--- config.mk ---
export PLATFORM = sky130hd
export DESIGN_NAME = arm_fetch_stage
export DESIGN_NICKNAME = d
export VERILOG_FILES = /design/src/rtl/arm_fetch_stage.sv
export SDC_FILE = /design/constraint.sdc
export NUM_CORES = 1
export LEC_CHECK = 0
export ABC_CLOCK_PERIOD_IN_PS = 1900
export CAP_MARGIN = 20
export CORE_ASPECT_RATIO = 1.25
export CORE_UTILIZATION = 43
export DETAILED_ROUTE_END_ITERATION = 10
export HOLD_SLACK_MARGIN = 0.12
export PLACE_DENSITY_LB_ADDON = 0.2
export SLEW_MARGIN = 20
export SYNTH_ARGS = -nofsm -noshare
export SYNTH_HDL_FRONTEND = slang
export SYNTH_SLANG_ARGS = --single-unit
--- constraint.sdc ---
create_clock -name clk -period 1.9 [get_ports clk]
set_input_delay 0.38 -clock clk [delete_from_list [all_inputs] [get_ports clk]]
set_output_delay 0.38 -clock clk [all_outputs]
set_load 0.05 [all_outputs]
--- src/rtl/arm_fetch_stage.sv ---
// Instruction-fetch stage: owns the word-indexed PC, fills the IF/ID register from
// instruction memory, applies freezes and branch redirects, and keeps saturating event counters.
module arm_fetch_stage #(
  parameter int                          WORD_WIDTH = 32,
  parameter logic [WORD_WIDTH-1:0]       RESET_PC   = '0,
  parameter int                          CNT_WIDTH  = 16
) (
  input  logic                  clk,
  input  logic                  rst_n,
  input  logic                  freeze_i,
  input  logic                  branch_taken_i,
  input  logic [WORD_WIDTH-1:0] branch_addr_i,
  output logic [WORD_WIDTH-1:0] imem_addr_o,
  input  logic [WORD_WIDTH-1:0] imem_instruction_i,
  output logic [WORD_WIDTH-1:0] id_pc_o,
  output logic [WORD_WIDTH-1:0] id_instruction_o,
  output logic                  id_valid_o,
  output logic [CNT_WIDTH-1:0]  fetch_count_o,
  output logic [CNT_WIDTH-1:0]  stall_count_o,
  output logic [CNT_WIDTH-1:0]  flush_count_o,
  output logic                  state_o
);

  // Handshake: id_valid_o qualifies id_pc_o/id_instruction_o on every cycle. There is
  // no ready back-channel; freeze_i is the only way downstream can hold IF/ID, and
  // branch_taken_i overrides it by flushing IF/ID and reloading the PC.

  typedef enum logic {
    S_EMPTY = 1'b0,
    S_FULL  = 1'b1
  } state_e;

  localparam logic [WORD_WIDTH-1:0] PC_ONE  = {{(WORD_WIDTH-1){1'b0}}, 1'b1};
  localparam logic [CNT_WIDTH-1:0]  CNT_ONE = {{(CNT_WIDTH-1){1'b0}}, 1'b1};
  localparam logic [CNT_WIDTH-1:0]  CNT_MAX = {CNT_WIDTH{1'b1}};

  state_e                  state_q, state_d;
  logic [WORD_WIDTH-1:0]   pc_q, pc_d;
  logic [WORD_WIDTH-1:0]   id_pc_q, id_pc_d;
  logic [WORD_WIDTH-1:0]   id_instr_q, id_instr_d;
  logic [CNT_WIDTH-1:0]    fetch_cnt_q, fetch_cnt_d;
  logic [CNT_WIDTH-1:0]    stall_cnt_q, stall_cnt_d;
  logic [CNT_WIDTH-1:0]    flush_cnt_q, flush_cnt_d;
  logic                    do_fetch, do_stall, do_flush;
  logic [WORD_WIDTH-1:0]   pc_plus_one;

  assign pc_plus_one = pc_q + PC_ONE;

  always_comb begin
    state_d    = state_q;
    pc_d       = pc_q;
    id_pc_d    = id_pc_q;
    id_instr_d = id_instr_q;
    do_fetch   = 1'b0;
    do_stall   = 1'b0;
    do_flush   = 1'b0;

    if (branch_taken_i) begin
      do_flush   = 1'b1;
      pc_d       = branch_addr_i;
      id_pc_d    = '0;
      id_instr_d = '0;
      state_d    = S_EMPTY;
    end else if (freeze_i) begin
      do_stall   = 1'b1;
    end else begin
      do_fetch   = 1'b1;
      pc_d       = pc_plus_one;
      id_pc_d    = pc_plus_one;
      id_instr_d = imem_instruction_i;
      state_d    = S_FULL;
    end
  end

  // Counters stick at all-ones instead of wrapping.
  always_comb begin
    fetch_cnt_d = fetch_cnt_q;
    stall_cnt_d = stall_cnt_q;
    flush_cnt_d = flush_cnt_q;
    if (do_fetch && fetch_cnt_q != CNT_MAX) fetch_cnt_d = fetch_cnt_q + CNT_ONE;
    if (do_stall && stall_cnt_q != CNT_MAX) stall_cnt_d = stall_cnt_q + CNT_ONE;
    if (do_flush && flush_cnt_q != CNT_MAX) flush_cnt_d = flush_cnt_q + CNT_ONE;
  end

  always_ff @(posedge clk or negedge rst_n) begin
    if (!rst_n) begin
      state_q     <= S_EMPTY;
      pc_q        <= RESET_PC;
      id_pc_q     <= '0;
      id_instr_q  <= '0;
      fetch_cnt_q <= '0;
      stall_cnt_q <= '0;
      flush_cnt_q <= '0;
    end else begin
      state_q     <= state_d;
      pc_q        <= pc_d;
      id_pc_q     <= id_pc_d;
      id_instr_q  <= id_instr_d;
      fetch_cnt_q <= fetch_cnt_d;
      stall_cnt_q <= stall_cnt_d;
      flush_cnt_q <= flush_cnt_d;
    end
  end

  assign imem_addr_o      = pc_q;
  assign id_pc_o          = id_pc_q;
  assign id_instruction_o = id_instr_q;
  assign id_valid_o       = (state_q == S_FULL);
  assign fetch_count_o    = fetch_cnt_q;
  assign stall_count_o    = stall_cnt_q;
  assign flush_count_o    = flush_cnt_q;
  assign state_o          = state_q;

endmodule
==> implementation parameters, run 1 <==
Parameter                              Value

Status
  Status ... completed

Global route
  Via count of the first global-routing pass ... roughly 6,000
  Total Routing Usage GR ... between 20% and 30%
  Antenna violations before repair ... 0
  Maximum number of pins on one net before global-route repair ... 55
  Wire length of the first global-routing pass ... ~31,000 µm
  GRT Residual Overflow ... 0

STA
  Relative slew slack ... a little under two thirds
  Max frequency ... approximately 0.53 GHz
  Slew at the pin with the worst max-slew slack ... 0.545 ns
  Final number of max-transition violations ... 0
  Max Clock Skew ... roughly 0.0075 ns
  RSZ-0062 raised after global routing ... yes
  Number of hold-slack violations in the final timing report ... 0
  Final critical delay including setup and external delays ... roughly 1.9 ns
  Final clock period utilization by the worst path ... between 90% and 100%
  Setup-failing EPs final ... 0

Critical path
  Sequence of cells on the critical path ... and4_2, nand4_1, buf_4, buf_4, nor3_1, xnor2_1, a211oi_1
  Library cell appearing most often on the critical path ... sky130_fd_sc_hd__buf_4
  Crit path capture type ... register
  Buffer and inverter count on the worst path ... 2
  Stage delay of the slowest cell on the critical path ... ~0.36 ns
  Top cell family by delay on the critical path ... simple AND/OR/NAND/NOR gates
  CP max-delay cell ... sky130_fd_sc_hd__dfrtp_2
  Startpoint class of the critical path ... register
  Arrival @ worst endpoint ... 2.21 ns
  Data required, critical path ... approximately 2.2 ns
  Crit-path max FO ... 5
  Kind of critical path ... register to register

Routing
  Routed via count divided by cell count ... ~5
  Number of search-and-repair iterations in the first detailed-routing pass ... 4
  Count of antenna-violating nets left after detailed routing ... 0
  Vias after detailed routing ... about 6,100
  Drt drc ... 0
  Total Routed Length ... between 15,000 and 20,000 µm
  Wire per inst ... roughly 16 µm
  First DRT Iteration DRCs ... ~300

Clock network
  Latest clock arrival within the worst-skew pair ... 0.42 ns
  Clock transition time at the flip-flop clock pins of the worst setup and hold paths ... roughly 0.060 ns
  TritonCTS clock tree ... built
  Clock Root Buffer ... sky130_fd_sc_hd__clkbuf_16
  CTS Buf Count ... 17
  Total clock sinks ... between 100 and 150
  CTS H-tree depth ... 4
  Maximum number of buffers from clock root to sink ... 2

Finish
  Synthesis-to-layout area growth ... 47.6%
  Fraction of layout instances using a drive strength above 1 ... slightly above 30%
  Antenna diode count ... 0
  Layout net count ... 1,039
  # fillers ... 1,352
  Finished layout cell area ... between 10,000 and 15,000 µm²

Die
  Initial cell density of the core ... between 40% and 50%
  CORE AREA ... between 15,000 and 20,000 µm²
  Die H ... 146 µm
  Number of top-level pins ... roughly 210
  Die ar. ... around 17,000 µm²
  Die width ... 117 µm
  Number of rows in the core area ... 52

Logic synthesis
  Synth warn ... 0
  Number of cells produced by synthesis ... between 700 and 800
  Portion of netlist area occupied by mux cells ... under 10%
  Simple-gate share of the synthesized area ... between 20% and 30%
  Xor and xnor fraction of the mapped netlist area ... roughly an eighth
  Compound-gate portion of the synthesized area ... roughly 6.7%
  Async S/R FF share, synth ... 100%
  Largest family of logic cells by synthesized area ... simple AND/OR/NAND/NOR gates
  Most frequently used flop master after synthesis ... sky130_fd_sc_hd__dfrtp_1
  Post-synthesis instance area ... 7130 µm²
  Adder-Cell Fraction of Synth Area ... less than 1%
  Register bit count reported by yosys ... ~150
  Syn_area_per_cell ... slightly above 10 µm²
  Number of enable flip-flop cells after synthesis ... 0
  Distinct cell type count after synthesis ... between 40 and 50
  Post-Synthesis Net Count ... about 800
  Proportion of synthesized chip area in sequential cells ... between 50% and 60%

Power and ir drop
  Leakage power of the design ... between 4 and 5 nW
  Peak supply drop ... 928 µV
  Post-route total power ... 0.0103 W
  Power density over the cells ... around 1000 nW/µm²

Job
  Max-cap violations ... 0

Min path
  Worst hold path class ... primary input to register

Place
  Port buffer count ... approximately 210
  Placed standard-cell area ... approximately 9800 µm²
  Final RePlAce weighted congestion ... around 0.82
  Half-perimeter wire length after detailed placement ... 14,200 µm
==> area by class of cell <==
type / count / area [µm²] / area share, %
timing repair buffer: 282 / 2400 / 22.8
inverter: 9 / 33.8 / 0.321
sequential: 145 / 3670 / 34.9
tap: 216 / 270 / 2.57
clock buffer: 22 / 464 / 4.41
clock inverter: 10 / 134 / 1.27
multi-input combinational: 512 / 3540 / 33.7
==> report_power, final <==
group | leakage (nW) | switching [W] | internal, W
Sequential | 1.82 | 0.000383 | 0.00346
Combinational | 2.74 | 0.00200 | 0.00107
Clock | 0.290 | 0.00126 | 0.00213
==> final timing paths <==
path | from | end | slack [ns] | depth (start not counted)
worst max-delay path | imem_addr_o[7] | id_pc_o[19] | 0.02 | 7
worst min-delay path | branch_taken_i | flush_count_o[2] | 0.29 | 3
worst max register to register | imem_addr_o[7] | id_pc_o[19] | 0.02 | 7
worst min register to register | stall_count_o[13] | stall_count_o[13] | 0.48 | 1
max in group asynchronous | rst_n | imem_addr_o[19] | 0.92 | 3
min in group asynchronous | rst_n | id_instruction_o[9] | 0.44 | 2
==> registers in the layout, indices dropped and copies added, names as in the netlist <==
| name | cells |
|---|---|
| flush_count_o | 16 |
| id_valid_o | 1 |
| stall_count_o | 16 |
| fetch_count_o | 16 |
| id_instruction_o | 32 |
| id_pc_o | 32 |
| imem_addr_o | 32 |
==> cells in the mapped netlist, types with 2 or more instances <==
master                           count  area [µm²]
sky130_fd_sc_hd__buf_2               4        20.0
sky130_fd_sc_hd__a311oi_1            3        26.3
sky130_fd_sc_hd__o21ai_0            28         140
sky130_fd_sc_hd__or3_1               5        31.3
sky130_fd_sc_hd__or2_2               2        12.5
sky130_fd_sc_hd__o21ai_1             3        15.0
sky130_fd_sc_hd__mux2i_1            34         340
sky130_fd_sc_hd__nand4_1            27         169
sky130_fd_sc_hd__nand2_1            71         267
sky130_fd_sc_hd__inv_1               9        33.8
sky130_fd_sc_hd__ha_1                4        50.1
sky130_fd_sc_hd__nor4_1             16         100
sky130_fd_sc_hd__nand3_1            28         140
sky130_fd_sc_hd__nor2_1             79         297
sky130_fd_sc_hd__buf_1               4        15.0
sky130_fd_sc_hd__a21oi_1            20         100
sky130_fd_sc_hd__nor2b_1             3        18.8
sky130_fd_sc_hd__mux2_2              8        90.1
sky130_fd_sc_hd__and3_1             18         113
sky130_fd_sc_hd__a211oi_1           18         135
sky130_fd_sc_hd__xor2_1             23         201
sky130_fd_sc_hd__dfrtp_1           145        3630
sky130_fd_sc_hd__a31oi_1             2        12.5
sky130_fd_sc_hd__buf_4               5        37.5
sky130_fd_sc_hd__nor3_1             20         100
sky130_fd_sc_hd__clkbuf_1           27         101
sky130_fd_sc_hd__dlymetal6s2s_1      2        25.0
sky130_fd_sc_hd__and2_1              3        18.8
sky130_fd_sc_hd__xnor2_1            73         639
sky130_fd_sc_hd__and4_1              7        61.3
sky130_fd_sc_hd__buf_6               2        22.5
==> placed cells by master, fill, tap and decap left out, drive strengths merged, types with 2 or more instances in the layout <==
cell	instances
buf	180
dfrtp	145
nor2	79
xnor2	73
nand2	72
clkdlybuf4s50	64
dlygate4sd2	37
mux2i	34
o21ai	31
nand4	28
nand3	28
xor2	23
clkbuf	22
a21oi	20
nor3	20
a211oi	19
and3	19
nor4	17
inv	10
mux2	8
and4	8
or3	5
clkinv	4
ha	4
and2	3
a311oi	3
nor2b	3
bufinv	3
or4	3
a31oi	2
clkinvlp	2
or2	2
==> through the flow <==
step                      setup slack, ns  utilization, %  hold slack [ns]  setup TNS [ns]  cells
after floorplan                    -0.198               -           0.0844           -1.40    709
after global placement             0.0344            60.7            0.322               0   1161
after detailed placement         -0.00391            60.7            0.327        -0.00391   1161
after CTS                         0.00358            64.2            0.284               0   1194
after global routing              -0.0511            64.9            0.327          -0.192   1196
final                              0.0188            64.9            0.293               0   1196
==> layer usage <==
layer / track usage, % / part of all wire, % / up-vias / wire length [µm]
met4: 8.99 / 2.1 / 0 / 410
met2: 38.7 / 50 / 184 / 9690
met5: 0 / 0 / - / 0
li1: - / - / 2986 / -
met1: 28.6 / 42 / 2945 / 8030
met3: 6.12 / 6.0 / 26 / 1150
==> logic make-up after synthesis <==
family	after synthesis
DFF	145
buffers and inverters	53
muxes	42
xor gates and xnor gates	96
adders and majority gates	4
and+or+nand+nor	290
AOI/OAI and AO/OA	79
==> what timing repair did <==
item,in CTS,in global routing
buffers inserted,0,1
setup endpoints to repair,39,20
pin swaps,0,1
gates cloned,0,1
hold endpoints to repair,35,0
resized for setup,39,18
hold buffers,1,0
==> tightest hold or removal path: stages <==
cell	delay, ns
sky130_fd_sc_hd__buf_4	0.14
sky130_fd_sc_hd__a21oi_1	0.07
sky130_fd_sc_hd__nor2_1	0.08
No activity file was read; power rests on OpenSTA's default activity.
==> run 2: changes to the inputs <==
--- a/config.mk
+++ b/config.mk
@@ -7,7 +7,7 @@
 export LEC_CHECK = 0
 export ABC_CLOCK_PERIOD_IN_PS = 1900
 export CAP_MARGIN = 20
-export CORE_ASPECT_RATIO = 1.25
+export CORE_ASPECT_RATIO = 0.7
 export CORE_UTILIZATION = 43
 export DETAILED_ROUTE_END_ITERATION = 10
 export HOLD_SLACK_MARGIN = 0.12
@@ -16,3 +16,4 @@
 export SYNTH_ARGS = -nofsm -noshare
 export SYNTH_HDL_FRONTEND = slang
 export SYNTH_SLANG_ARGS = --single-unit
+export TNS_END_PERCENT = 30
==> run 2 against run 1 <==
The flow now finishes with violations (setup timing). Clock-buffer cell count is 2 lower. Non-clock buffer count is 8 lower. Via count increased by 3.5%. Critical path type unchanged. Largest power group unchanged. Highest routed layer unchanged.
==> implementation parameters, run 2 (synthesis results as in run 1) <==
Parameter                              Value

STA
  Final number of max-transition violations ... 0 (unchanged)
  Final clock period utilization by the worst path ... 103% (+4.1 points)
  Max Clock Skew ... 0.00764 ns (+0.000162 ns)
  Final critical delay including setup and external delays ... 1.96 ns (+0.0776 ns)
  Setup_tns ... -0.0828 ns (-0.0828 ns)
  Final worst slack ... -0.0588 ns (-0.0776 ns)
  Setup-failing EPs final ... 3 (+3)
  Number of hold-slack violations in the final timing report ... 0 (unchanged)
  Relative slew slack ... 64.2% (+0.59 points)
  Max frequency ... 0.511 GHz (-4.0%)
  RSZ-0062 raised after global routing ... yes
  Slew at the pin with the worst max-slew slack ... 0.539 ns (-0.00664 ns)

Status
  Status ... finished, violations left
  Failing checks ... setup timing

Routing
  First DRT Iteration DRCs ... 380 (+26%)
  Total Routed Length ... 21,300 µm (+10%)
  Vias after detailed routing ... 6,353 (+3.5%)
  Count of antenna-violating nets left after detailed routing ... 0 (unchanged)
  Number of search-and-repair iterations in the first detailed-routing pass ... 5 (+1)
  Routed via count divided by cell count ... 5.33 (+3.7%)
  Wire per inst ... 17.8 µm (+11%)
  Drt drc ... 0 (unchanged)

Global route
  Global route hottest layer ... met2
  GRT Residual Overflow ... 0 (unchanged)
  Maximum number of pins on one net before global-route repair ... 51 (-7.3%)
  Antenna violations before repair ... 1 (+1)
  Via count of the first global-routing pass ... 6,273 (+4.0%)
  Total Routing Usage GR ... 25.2% (+1.8 points)
  GR Util met1 ... 33.3% (+4.7 points)
  M2 GR Usage ... 39.4% (+0.71 points)
  Wire length of the first global-routing pass ... 32,900 µm (+7.1%)
  GR met3 Demand/Resource ... 8.20% (+2.1 points)

Finish
  Most common cell after layout, fill and taps aside ... sky130_fd_sc_hd__buf_4
  Fraction of layout instances using a drive strength above 1 ... 29.3% (-0.88 points)
  Leading cell types in the layout, fill and taps excluded ... sky130_fd_sc_hd__buf_4, sky130_fd_sc_hd__dfrtp_1, sky130_fd_sc_hd__nor2_1, sky130_fd_sc_hd__xnor2_1, sky130_fd_sc_hd__nand2_1
  Total area of sequential cells ... 3660 µm² (-0.37%)
  Layout net count ... 1,031 (-0.77%)
  # fillers ... 1,243 (-8.1%)
  Utilization of the core after routing ... 65.8% (+0.88 points)
  Synthesis-to-layout area growth ... 46.2%
  Multi-input combinational cell area ... 3520 µm² (-0.67%)

Power and ir drop
  Peak supply drop ... 772 µV (-17%)
  Leakage power of the design ... 4.77 nW (-1.8%)
  Power density over the cells ... 1000 nW/µm² (+2.2%)
  Post-route total power ... 0.0104 W (+1.2%)

Clock network
  TritonCTS clock tree ... built
  Latest clock arrival within the worst-skew pair ... 0.42 ns (about the same)
  CTS Buf Count ... 17 (unchanged)
  Clock Root Buffer ... sky130_fd_sc_hd__clkbuf_16
  Maximum number of buffers from clock root to sink ... 2 (unchanged)
  Total clock sinks ... 145 (unchanged)
  Clock transition time at the flip-flop clock pins of the worst setup and hold paths ... 0.06 ns (about the same)
  CTS H-tree depth ... 4 (unchanged)

Die
  CORE AREA ... 15,800 µm² (-2.3%)
  Number of rows in the core area ... 38 (-27%)
  Die ar. ... 17,100 µm² (about the same)
  Die H ... 110 µm (-25%)
  Number of top-level pins ... 214 (unchanged)
  Initial cell density of the core ... 45.0% (+1.0 points)
  Die width ... 156 µm (+33%)

Place
  Port buffer count ... 213 (unchanged)
  Final RePlAce weighted congestion ... 0.910 (+11%)
  Half-perimeter wire length after detailed placement ... 15,300 µm (+7.9%)
  Placement Setup Slack ... -0.0242 ns (-0.0203 ns)

Job
  Max-cap violations ... 0 (unchanged)

Critical path
  Arrival @ worst endpoint ... 2.26 ns (+0.05 ns)
  Kind of critical path ... register to register
  Data required, critical path ... 2.20 ns (-0.03 ns)
  Crit-path max FO ... 5 (unchanged)
  Crit path capture type ... register
  Startpoint class of the critical path ... register

Min path
  Worst hold path class ... primary input to register
[run 2: cell types whose count changed in the layout (fill, tap and decap cells not counted), moves of 2 or more]
| cell | before | now |
|---|---|---|
| sky130_fd_sc_hd__clkinv_4 | 0 | 2 |
| sky130_fd_sc_hd__dfrtp_2 | 36 | 25 |
| sky130_fd_sc_hd__and4_2 | 1 | 3 |
| sky130_fd_sc_hd__dfrtp_1 | 109 | 120 |
| sky130_fd_sc_hd__dlygate4sd2_1 | 37 | 27 |
| sky130_fd_sc_hd__and4_4 | 2 | 0 |
| sky130_fd_sc_hd__clkinv_2 | 4 | 2 |
| sky130_fd_sc_hd__buf_4 | 172 | 175 |
| sky130_fd_sc_hd__nor4_4 | 11 | 9 |
[run 2: worst paths after layout]
path	start	depth (start not counted)	slack, ns	endpoint
hold / removal	branch_taken_i	3	0.39	id_pc_o[7]
setup reg to reg	imem_addr_o[1]	7	-0.06	id_pc_o[26]
hold reg to reg	stall_count_o[10]	1	0.51	stall_count_o[10]
min in group asynchronous	rst_n	2	0.49	fetch_count_o[13]
setup / recovery	imem_addr_o[1]	7	-0.06	id_pc_o[26]
max in group asynchronous	rst_n	3	0.76	imem_addr_o[15]
[run 2: cell type report]
class                      instances  share of cell area [%]
clock buffer                      20                    4.29
timing repair buffer             274                    22.3
sequential                       145                    35.1
inverter                           9                   0.324
clock inverter                    12                    1.51
tap                              220                    2.64
multi-input combinational        512                    33.8
antenna                            1                  0.0240
[run 2: routing by layer]
layer / up-vias / routed length [µm]
met5: - / 0
met4: 0 / 299
met3: 23 / 1790
met2: 242 / 9750
met1: 3118 / 9460
li1: 2970 / -
[run 2: power by group]
group	leakage (nW)	total (W)	internal (W)	switching (W)
combinational	2.64	0.00314	0.00108	0.00206
clock	0.287	0.00346	0.00211	0.00135
sequential	1.84	0.00384	0.00344	0.000393
total	4.77	0.0104	0.00663	0.00381
[run 2: repair_timing]
item                                   CTS  global route
pin swaps                                0             3
resized for setup                       28            18
hold buffers                             1             0
cloned                                   0             1
buffers inserted                         0             1
setup endpoints to repair               31            17
endpoints found under the hold margin   46             0
[run 2: through the flow]
stage / instance area [µm²] / hold WS, ns / instances
2_1_floorplan: 7400 / 0.0844 / 709
3_3_place_gp: 9710 / 0.368 / 1157
3_5_place_dp: 9710 / 0.382 / 1157
4_1_cts: 10300 / 0.375 / 1190
5_1_grt: 10400 / 0.378 / 1192
6_report: 10400 / 0.395 / 1193
[run 2: critical path, cell delays in order, from the launching register on]
cell and delay (ns):
sky130_fd_sc_hd__dfrtp_2 0.40, sky130_fd_sc_hd__ha_4 0.15, sky130_fd_sc_hd__nand3_4 0.09, sky130_fd_sc_hd__or4_4 0.63, sky130_fd_sc_hd__buf_6 0.16, sky130_fd_sc_hd__nor4_4 0.15, sky130_fd_sc_hd__xnor2_1 0.17, sky130_fd_sc_hd__a211oi_2 0.09
